==> src/rtl/fifo_axis_sequencer.sv <==
// fifo_axis_sequencer: drains a show-ahead FIFO into an AXI4-Stream video frame of
// LINE_LEN x LINES beats. tlast marks the last beat of each line, and tuser marks
// the first beat of the frame. Each start pulse seen in IDLE arms exactly one frame.
// Optional feature: define SEQ_STALL_CNT_EN to add the 16-bit stall_cnt output,
// which counts the cycles spent starved by an empty FIFO.
module fifo_axis_sequencer #(
    parameter int WIDTH    = 8,
    parameter int LINE_LEN = 640,
    parameter int LINES    = 480
) (
    input  logic             ap_clk,
    input  logic             ap_rst_n,
    input  logic             start,
    input  logic             fifo_empty,
    input  logic [WIDTH-1:0] fifo_read_data,
    output logic             fifo_read_en,
    output logic [WIDTH-1:0] m_axis_tdata,
    output logic             m_axis_tvalid,
    input  logic             m_axis_tready,
    output logic             m_axis_tlast,
    output logic             m_axis_tuser,
    output logic             busy,
`ifdef SEQ_STALL_CNT_EN
    output logic [15:0]      stall_cnt,
`endif
    output logic             frame_done
);

    localparam int CW = 12;
    localparam logic [CW-1:0] COL_LAST = CW'(LINE_LEN - 1);
    localparam logic [CW-1:0] ROW_LAST = CW'(LINES - 1);

    typedef enum logic [1:0] {S_IDLE, S_STREAM, S_FLUSH} state_t;

    state_t           state_q, state_d;
    logic [CW-1:0]    col_q, col_d, row_q, row_d;
    logic [WIDTH-1:0] tdata_q, tdata_d;
    logic             tvalid_q, tvalid_d;
    logic             tlast_q, tlast_d;
    logic             tuser_q, tuser_d;
    logic             done_q, done_d;

    logic pop, hs, frame_end_pop;

    // Pop only when streaming and the output register is free or draining this cycle.
    assign hs            = tvalid_q & m_axis_tready;
    assign pop           = (state_q == S_STREAM) & ~fifo_empty & (~tvalid_q | m_axis_tready);
    assign frame_end_pop = pop & (col_q == COL_LAST) & (row_q == ROW_LAST);

    assign fifo_read_en  = pop;
    assign m_axis_tdata  = tdata_q;
    assign m_axis_tvalid = tvalid_q;
    assign m_axis_tlast  = tlast_q;
    assign m_axis_tuser  = tuser_q;
    assign busy          = (state_q != S_IDLE);
    assign frame_done    = done_q;

    // Next-state logic for the FSM and the col/row beat counters.
    always_comb begin
        state_d = state_q;
        col_d   = col_q;
        row_d   = row_q;
        done_d  = 1'b0;
        case (state_q)
            S_IDLE: begin
                if (start) begin
                    state_d = S_STREAM;
                    col_d   = '0;
                    row_d   = '0;
                end
            end
            S_STREAM: begin
                if (pop) begin
                    if (col_q == COL_LAST) begin
                        col_d = '0;
                        row_d = (row_q == ROW_LAST) ? '0 : row_q + 1'b1;
                    end else begin
                        col_d = col_q + 1'b1;
                    end
                end
                if (frame_end_pop) begin
                    state_d = S_FLUSH;
                end
            end
            S_FLUSH: begin
                // The final beat is still held in the output register; wait for its handshake.
                if (hs) begin
                    state_d = S_IDLE;
                    done_d  = 1'b1;
                end
            end
            default: state_d = S_IDLE;
        endcase
    end

    // Output register: load on pop, and drop valid on a handshake that has no refill.
    always_comb begin
        tdata_d  = tdata_q;
        tvalid_d = tvalid_q;
        tlast_d  = tlast_q;
        tuser_d  = tuser_q;
        if (pop) begin
            tdata_d  = fifo_read_data;
            tvalid_d = 1'b1;
            tlast_d  = (col_q == COL_LAST);
            tuser_d  = (col_q == '0) && (row_q == '0);
        end else if (hs) begin
            tvalid_d = 1'b0;
        end
    end

    // State, counters and output register, all cleared immediately by reset.
    always_ff @(posedge ap_clk or negedge ap_rst_n) begin
        if (!ap_rst_n) begin
            state_q  <= S_IDLE;
            col_q    <= '0;
            row_q    <= '0;
            tdata_q  <= '0;
            tvalid_q <= 1'b0;
            tlast_q  <= 1'b0;
            tuser_q  <= 1'b0;
            done_q   <= 1'b0;
        end else begin
            state_q  <= state_d;
            col_q    <= col_d;
            row_q    <= row_d;
            tdata_q  <= tdata_d;
            tvalid_q <= tvalid_d;
            tlast_q  <= tlast_d;
            tuser_q  <= tuser_d;
            done_q   <= done_d;
        end
    end

`ifdef SEQ_STALL_CNT_EN
    logic [15:0] stall_q, stall_d;

    function automatic logic [15:0] sat_inc16(input logic [15:0] v);
        return (v == 16'hFFFF) ? v : v + 16'd1;
    endfunction

    // Stall counter: counts starved streaming cycles (nothing held and nothing to pop).
    always_comb begin
        stall_d = stall_q;
        if ((state_q == S_IDLE) && start) begin
            stall_d = '0;
        end else if ((state_q == S_STREAM) && fifo_empty && !tvalid_q) begin
            stall_d = sat_inc16(stall_q);
        end
    end

    // Stall counter register.
    always_ff @(posedge ap_clk or negedge ap_rst_n) begin
        if (!ap_rst_n) begin
            stall_q <= '0;
        end else begin
            stall_q <= stall_d;
        end
    end

    assign stall_cnt = stall_q;
`endif

endmodule
==> config.mk <==
export PLATFORM = sky130hd
export DESIGN_NAME = fifo_axis_sequencer
export DESIGN_NICKNAME = d
export VERILOG_FILES = /design/src/rtl/fifo_axis_sequencer.sv
export SDC_FILE = /design/constraint.sdc
export NUM_CORES = 1
export LEC_CHECK = 0
export BUFFER_PORTS_ARGS = -buffer_cell sky130_fd_sc_hd__buf_2
export CELL_PAD_IN_SITES_DETAIL_PLACEMENT = 0
export CELL_PAD_IN_SITES_GLOBAL_PLACEMENT = 1
export CORE_MARGIN = 2
export CORE_UTILIZATION = 47
export DETAILED_ROUTE_END_ITERATION = 10
export PLACE_DENSITY_LB_ADDON = 0.1
export SETUP_SLACK_MARGIN = 0.5
export SYNTH_ARGS = -nofsm -noshare
export SYNTH_HDL_FRONTEND = slang
export SYNTH_SLANG_ARGS = --single-unit
==> constraint.sdc <==
create_clock -name ap_clk -period 4.77 [get_ports ap_clk]
set_clock_uncertainty 0.05 [all_clocks]
set_input_delay 0.2385 -clock ap_clk [delete_from_list [all_inputs] [get_ports ap_clk]]
set_output_delay 0.2385 -clock ap_clk [all_outputs]
set_load 0.01 [all_outputs]
==> results of run 1 <==
-- placed cells by master, fill, tap and decap left out, drive strengths merged, types with 4 or more instances in the layout --
cell,n
o21ai,26
dfrtp,38
inv,13
o31ai,9
ha,4
buf,27
nand3,10
or4,9
nor3,6
nand4,7
clkbuf,5
nor2b,4
nor4,6
a21oi,6
nor2,14
mux2,8
nand2,21
-- sequential cells by signal, indices dropped and copies added (netlist names) --
name	cells
row_q	12
state_q	2
m_axis_tvalid	1
frame_done	1
col_q	12
m_axis_tdata	8
m_axis_tlast	1
m_axis_tuser	1
-- per-stage QoR --
| step | total power, W | setup WS [ns] |
|---|---|---|
| after floorplan | 0.000474 | 2.23 |
| after global placement | 0.000523 | 2.07 |
| after detailed placement | 0.000531 | 2.00 |
| after CTS | 0.000799 | 1.98 |
| after global routing | 0.000839 | 1.78 |
| final | 0.000795 | 1.96 |
-- power by group through the flow --
stage | Clock, W | Sequential, W | Combinational [W]
6_report | 0.000270 | 0.000406 | 0.000119
5_1_grt | 0.000292 | 0.000411 | 0.000135
4_1_cts | 0.000273 | 0.000405 | 0.000121
3_5_place_dp | 0 | 0.000412 | 0.000119
3_3_place_gp | 0 | 0.000409 | 0.000115
2_1_floorplan | 0 | 0.000404 | 0.0000696
-- cells by family after synthesis --
family / Yosys count / share of synthesized area [%]
DFF: 38 / 48.1
adders and majority gates: 4 / 2.53
buffers and inverters: 21 / 4.74
AOI/OAI and AO/OA: 49 / 14.7
muxes: 8 / 4.55
and+or+nand+nor: 90 / 24.0
xor gates and xnor gates: 3 / 1.33
-- final cells by class --
cell class / instances / area [sq um]
fillers: 372 / 1790
flip-flops and latches: 38 / 951
multi-input cells: 154 / 933
repair buffers: 27 / 138
clock buffers: 5 / 68.8
well taps: 50 / 62.6
inverters: 13 / 48.8
clock inverters: 3 / 40.0
-- worst register-to-register path: cells and delay by family (launching register included) --
family	cells	cell delay [ns]
compound gates	2	0.66
simple gates	3	1.57
flops	1	0.45
-- cell usage after synthesis, drive strengths merged --
cell,instances
or3,3
and3,3
buf,6
nor4,6
inv,13
or2,2
clkbuf,2
o211ai,1
a21oi,6
nor3b,1
a31o,2
xnor2,3
nand2,21
nand4,7
o221ai,2
nand2b,2
o41ai,1
nor2,14
mux2,8
nor2b,4
o21ai,26
o31ai,9
a31oi,2
ha,4
and2,1
and4,1
nand3,10
nor3,6
dfrtp,38
or4,9
-- final timing paths --
kind                               from         endpoint  slack (ns)  cells past startpoint
min                            ap_rst_n       frame_done      -0.004                      1
max reg2reg                    col_q[7]         row_q[4]        1.96                      5
max                            col_q[7]         row_q[4]        1.96                      5
min reg2reg                m_axis_tlast     m_axis_tlast        0.45                      2
max in group asynchronous      ap_rst_n  m_axis_tdata[6]        4.14                      1
min in group ap_clk          fifo_empty    m_axis_tvalid        0.10                      2
-- metal layers --
| metal | GRT usage (%) | vias up | part of all wire [%] |
|---|---|---|---|
| li1 | - | 829 | - |
| met1 | 28.0 | 877 | 43 |
| met2 | 40.1 | 38 | 51 |
| met3 | 4.87 | 7 | 4.7 |
| met4 | 5.15 | 0 | 1.2 |
| met5 | 0 | - | 0 |
==> results.toml, run 1 <==
[timing]
worst_slew_pin_slew_ns = 0.844
worst_hold_slack_ns = -0.00359
max_freq_mhz = 356
setup_tns_ns = 0
slew_headroom_pct = 43.7
hold_viol = 4
fin_crit_ns = 2.81
setup_viol = 0
maxSlewViolCount = 0
layout_worst_path_cycle_share_pct = 58.9
rsz0062_at_grt = "no"

[logic_synthesis]
synth_top_area_share_pct = 48.1
syn_avg_cell_area_sq_um = 9.29
synth_nets = 230
ys_ff_latch = 38
synth_cells = 213
synth_area_sq_mm = 0.00198
yosys_warnings = 0
synthTopCellsByArea = "dfrtp_1, o21ai_0, mux2_2"
yosysTopAreaCell = "dfrtp_1"
ys_seq_area_share_pct = 48.1
synth_cell_types = 33

[clock_tree]
clock_latency_ns = 0.29
cts_hold_buf = 0
clock-sinks = 38
cts_tree = "built"
cts_buffer_depth = 2
h-tree-depth = 2
postCtsSetupRepairBufs = 0
postCtsResizedCells = 0
clk_pin_slew_ns = 0.08
clk_root_buffer_cell = "clkbuf_8"
cts-buffers-inserted = 5

[finish]
antenna_cells = 0
drive_gt1_share_pct = 20.4
postLayoutCoreUtil_pct = 55.7
fin_cells = 290
nets = 256
postLayoutCellArea_sq_mm = 0.00224
area_growth_pct = 13.3

[power_and_ir_drop]
pwr-share-comb_pct = 15.0
leakage_nw = 0.954
swShare_pct = 28.7
p_int_w = 0.000567
seqPwrFrac_pct = 51.1
ir_drop_mv = 0.202
p_clk_share_pct = 33.9
power.density_mw_per_mm2 = 354
p_switching_w = 0.000228

[floorplanning]
die_y_um = 68.9
std_cell_rows = 23
die_w_um = 68.9
pin_count = 27
start_util_pct = 49.1
dieArea_sq_mm = 0.00474
core_area_sq_mm = 0.00403

[placed_design]
dpl_cell_area_sq_mm = 0.00213
hpwl_mm = 3.53
dp_cells = 282
gp_congestion = 0.832
io_buffers = 26

[worst_setup_path]
required_ns = 4.94
slowest_stage = "o31ai_1"
cp.arrival_ns = 2.97
crit_type = "flip-flop to flip-flop"
cp_top_family = "simple AND/OR/NAND/NOR gates"
worst_path_largest_cell_delay_ns = 0.58
path_buf_inv = 0
endpoint_kind = "flip-flop"
crit_path_start_kind = "flip-flop"
cp_cell_sequence = "or4_4 -> o31ai_1 -> nand3_1 -> or4_1 -> o21ai_0"
crit_path_max_fanout = 11

[routing]
drcViolationCount = 0
drt-pass1-iter-count = 4
ant_nets = 0
vias_per_cell = 6.04
wirelength_mm = 4.82
drtIter0Drc = 125
num_vias = 1751
wl_per_cell_um = 16.6

[grt]
grt_pass1_vias = 1636
grtUsageTotal_pct = 22.6
antenna_found_initial = 0
grt_pass1_wl_mm = 7.73
grt_start_max_net_pins = 39
overflow = 0

[outcome]
status = "complete, but fails checks"
violations = "hold timing"

[worst_hold_path]
hold_path.class = "primary input to asynchronous set/reset pin"

[job]
maxCapViolCount = 0
No activity file was read; power rests on OpenSTA's default activity.
==> run 2, diff against run 1 <==
CORE_UTILIZATION = 43   (was 47)
clock period = 2.6 ns   (was 4.77 ns; I/O delays follow)
==> run 2 against run 1 <==
Against the previous run:
- global-route usage fell by 0.50 points
- via count rose by 9.4%
- register-to-register slack got worse by 1.9 ns
- the run now ends clean
- clock power rose by 84%
==> results.toml, run 2 (synthesis results as in run 1) <==
[outcome]
status = "finished clean"

[placed_design]
dpl_cell_area_sq_mm = 0.00221
pre_cts_ws_ns = 0.0408
gp_congestion = 0.888
dp_cells = 294
io_buffers = 26
hpwl_mm = 3.65

[timing]
setup_tns_ns = 0
layout_worst_path_cycle_share_pct = 96.3
hold_viol = 0
worst_slew_pin_slew_ns = 0.872
max_freq_mhz = 399
slew_headroom_pct = 41.9
maxSlewViolCount = 0
rsz0062_at_grt = "yes"
fin_crit_ns = 2.50
fin_ws_ns = 0.0964
setup_viol = 0

[grt]
grt_pass1_vias = 1798
overflow = 0
antenna_found_initial = 0
grt_start_max_net_pins = 39
grt_pass1_wl_mm = 8.71
grtUsageTotal_pct = 22.1

[worst_setup_path]
slowest_stage = "or4_4"
cp.arrival_ns = 2.67
crit_path_max_fanout = 2
crit_type = "flip-flop to flip-flop"
worst_path_largest_cell_delay_ns = 0.55
endpoint_kind = "flip-flop"
crit_path_start_kind = "flip-flop"
reg2reg_from = "col_q[11]"
crit_top_cell = "or4_4"
cp_cell_sequence = "or4_4 -> or3_4 -> buf_4 -> or4_4 -> or4_1 -> o21ai_1"
required_ns = 2.77
critPathLaunch = "col_q[11]"

[clock_tree]
clock_latency_ns = 0.29
cts-buffers-inserted = 5
clk_pin_slew_ns = 0.08
cts_buffer_depth = 2
clk_root_buffer_cell = "clkbuf_8"
cts_tree = "built"
clock-sinks = 38
h-tree-depth = 2

[routing]
ant_nets = 0
vias_per_cell = 6.06
drcViolationCount = 0
drt-pass1-iter-count = 5
wirelength_mm = 5.47
drtIter0Drc = 215
num_vias = 1916
wl_per_cell_um = 17.3

[finish]
most-common-layout-cells = "dfrtp_1, buf_2, nand2_1"
area_growth_pct = 27.5
fin_cells = 316
n_fill_cell = 400
nets = 280
layout_commonest_cell = "dfrtp_1"
postLayoutCellArea_sq_mm = 0.00252
antenna_cells = 0
drive_gt1_share_pct = 31.4
postLayoutCoreUtil_pct = 57.5

[power_and_ir_drop]
power.density_mw_per_mm2 = 599
leakage_nw = 1.09
ir_drop_mv = 0.443

[floorplanning]
core_area_sq_mm = 0.00438
pin_count = 27
die_w_um = 71.8
start_util_pct = 45.1
dieArea_sq_mm = 0.00516
die_y_um = 71.8
std_cell_rows = 24

[worst_hold_path]
hold_path.class = "primary input to flip-flop"
hp-start = "fifo_read_data[6]"

[job]
maxCapViolCount = 0
[run 2: changes by cell type in the layout (fill, tap and decap cells not counted), moves of 3 or more]
| cell | before | now |
|---|---|---|
| buf_6 | 0 | 5 |
| o21ai_1 | 0 | 8 |
| buf_4 | 1 | 18 |
| o21ai_0 | 26 | 17 |
| o31ai_1 | 9 | 6 |
[run 2: worst max-delay path: cells and delay by family (launching register included)]
kind	cells	cell delay [ns]
AO/OA/AOI/OAI	1	0.10
buffers and inverters	1	0.15
AND/OR/NAND/NOR	4	1.73
flip-flops	1	0.41
[run 2: timing repair]
action,in CTS,in global routing
endpoints found under the setup margin,15,21
hold buffers,2,0
hold endpoints to repair,39,0
resized for setup,10,19
setup buffers,5,7
pin swaps,1,5
[run 2: layer usage]
| layer | global-route usage [%] | up-vias | wire length [um] |
|---|---|---|---|
| met1 | 27.3 | 932 | 2230 |
| li1 | - | 875 | - |
| met4 | 7.76 | 0 | 159 |
| met3 | 5.34 | 19 | 332 |
| met5 | 0 | - | 0 |
| met2 | 37.8 | 90 | 2750 |
[run 2: power breakdown]
group / leakage [nW] / internal [W] / switching (W)
clock network: 0.0579 / 0.000282 / 0.000213
registers: 0.469 / 0.000663 / 0.0000782
logic: 0.564 / 0.000126 / 0.000148
[run 2: area by class of cell]
cell class | count | area (sq um) | share of cell area [%]
Timing Repair Buffer | 51 | 342 | 13.5
Inverter | 13 | 48.8 | 1.94
Clock buffer | 5 | 68.8 | 2.73
Clock inverter | 3 | 40.0 | 1.59
Multi-Input combinational cell | 154 | 1010 | 39.9
Tap cell | 52 | 65.1 | 2.58
Sequential cell | 38 | 951 | 37.7
[run 2: final timing paths]
| path | depth (start not counted) | slack (ns) | endpoint |
|---|---|---|---|
| max | 6 | 0.1 | row_q[11] |
| min | 2 | 0.02 | m_axis_tdata[6] |
| max reg2reg | 6 | 0.1 | row_q[11] |
| min reg2reg | 1 | 0.45 | m_axis_tdata[7] |
| max in group asynchronous | 2 | 1.51 | row_q[5] |
| min in group asynchronous | 2 | 0.43 | row_q[10] |
[run 2: per-stage QoR]
step | hold slack (ns) | total power (W)
2_1_floorplan | -0.216 | 0.000870
3_3_place_gp | 0.231 | 0.000966
3_5_place_dp | 0.250 | 0.000981
4_1_cts | 0.0124 | 0.00150
5_1_grt | 0.00469 | 0.00159
6_report | 0.0187 | 0.00151
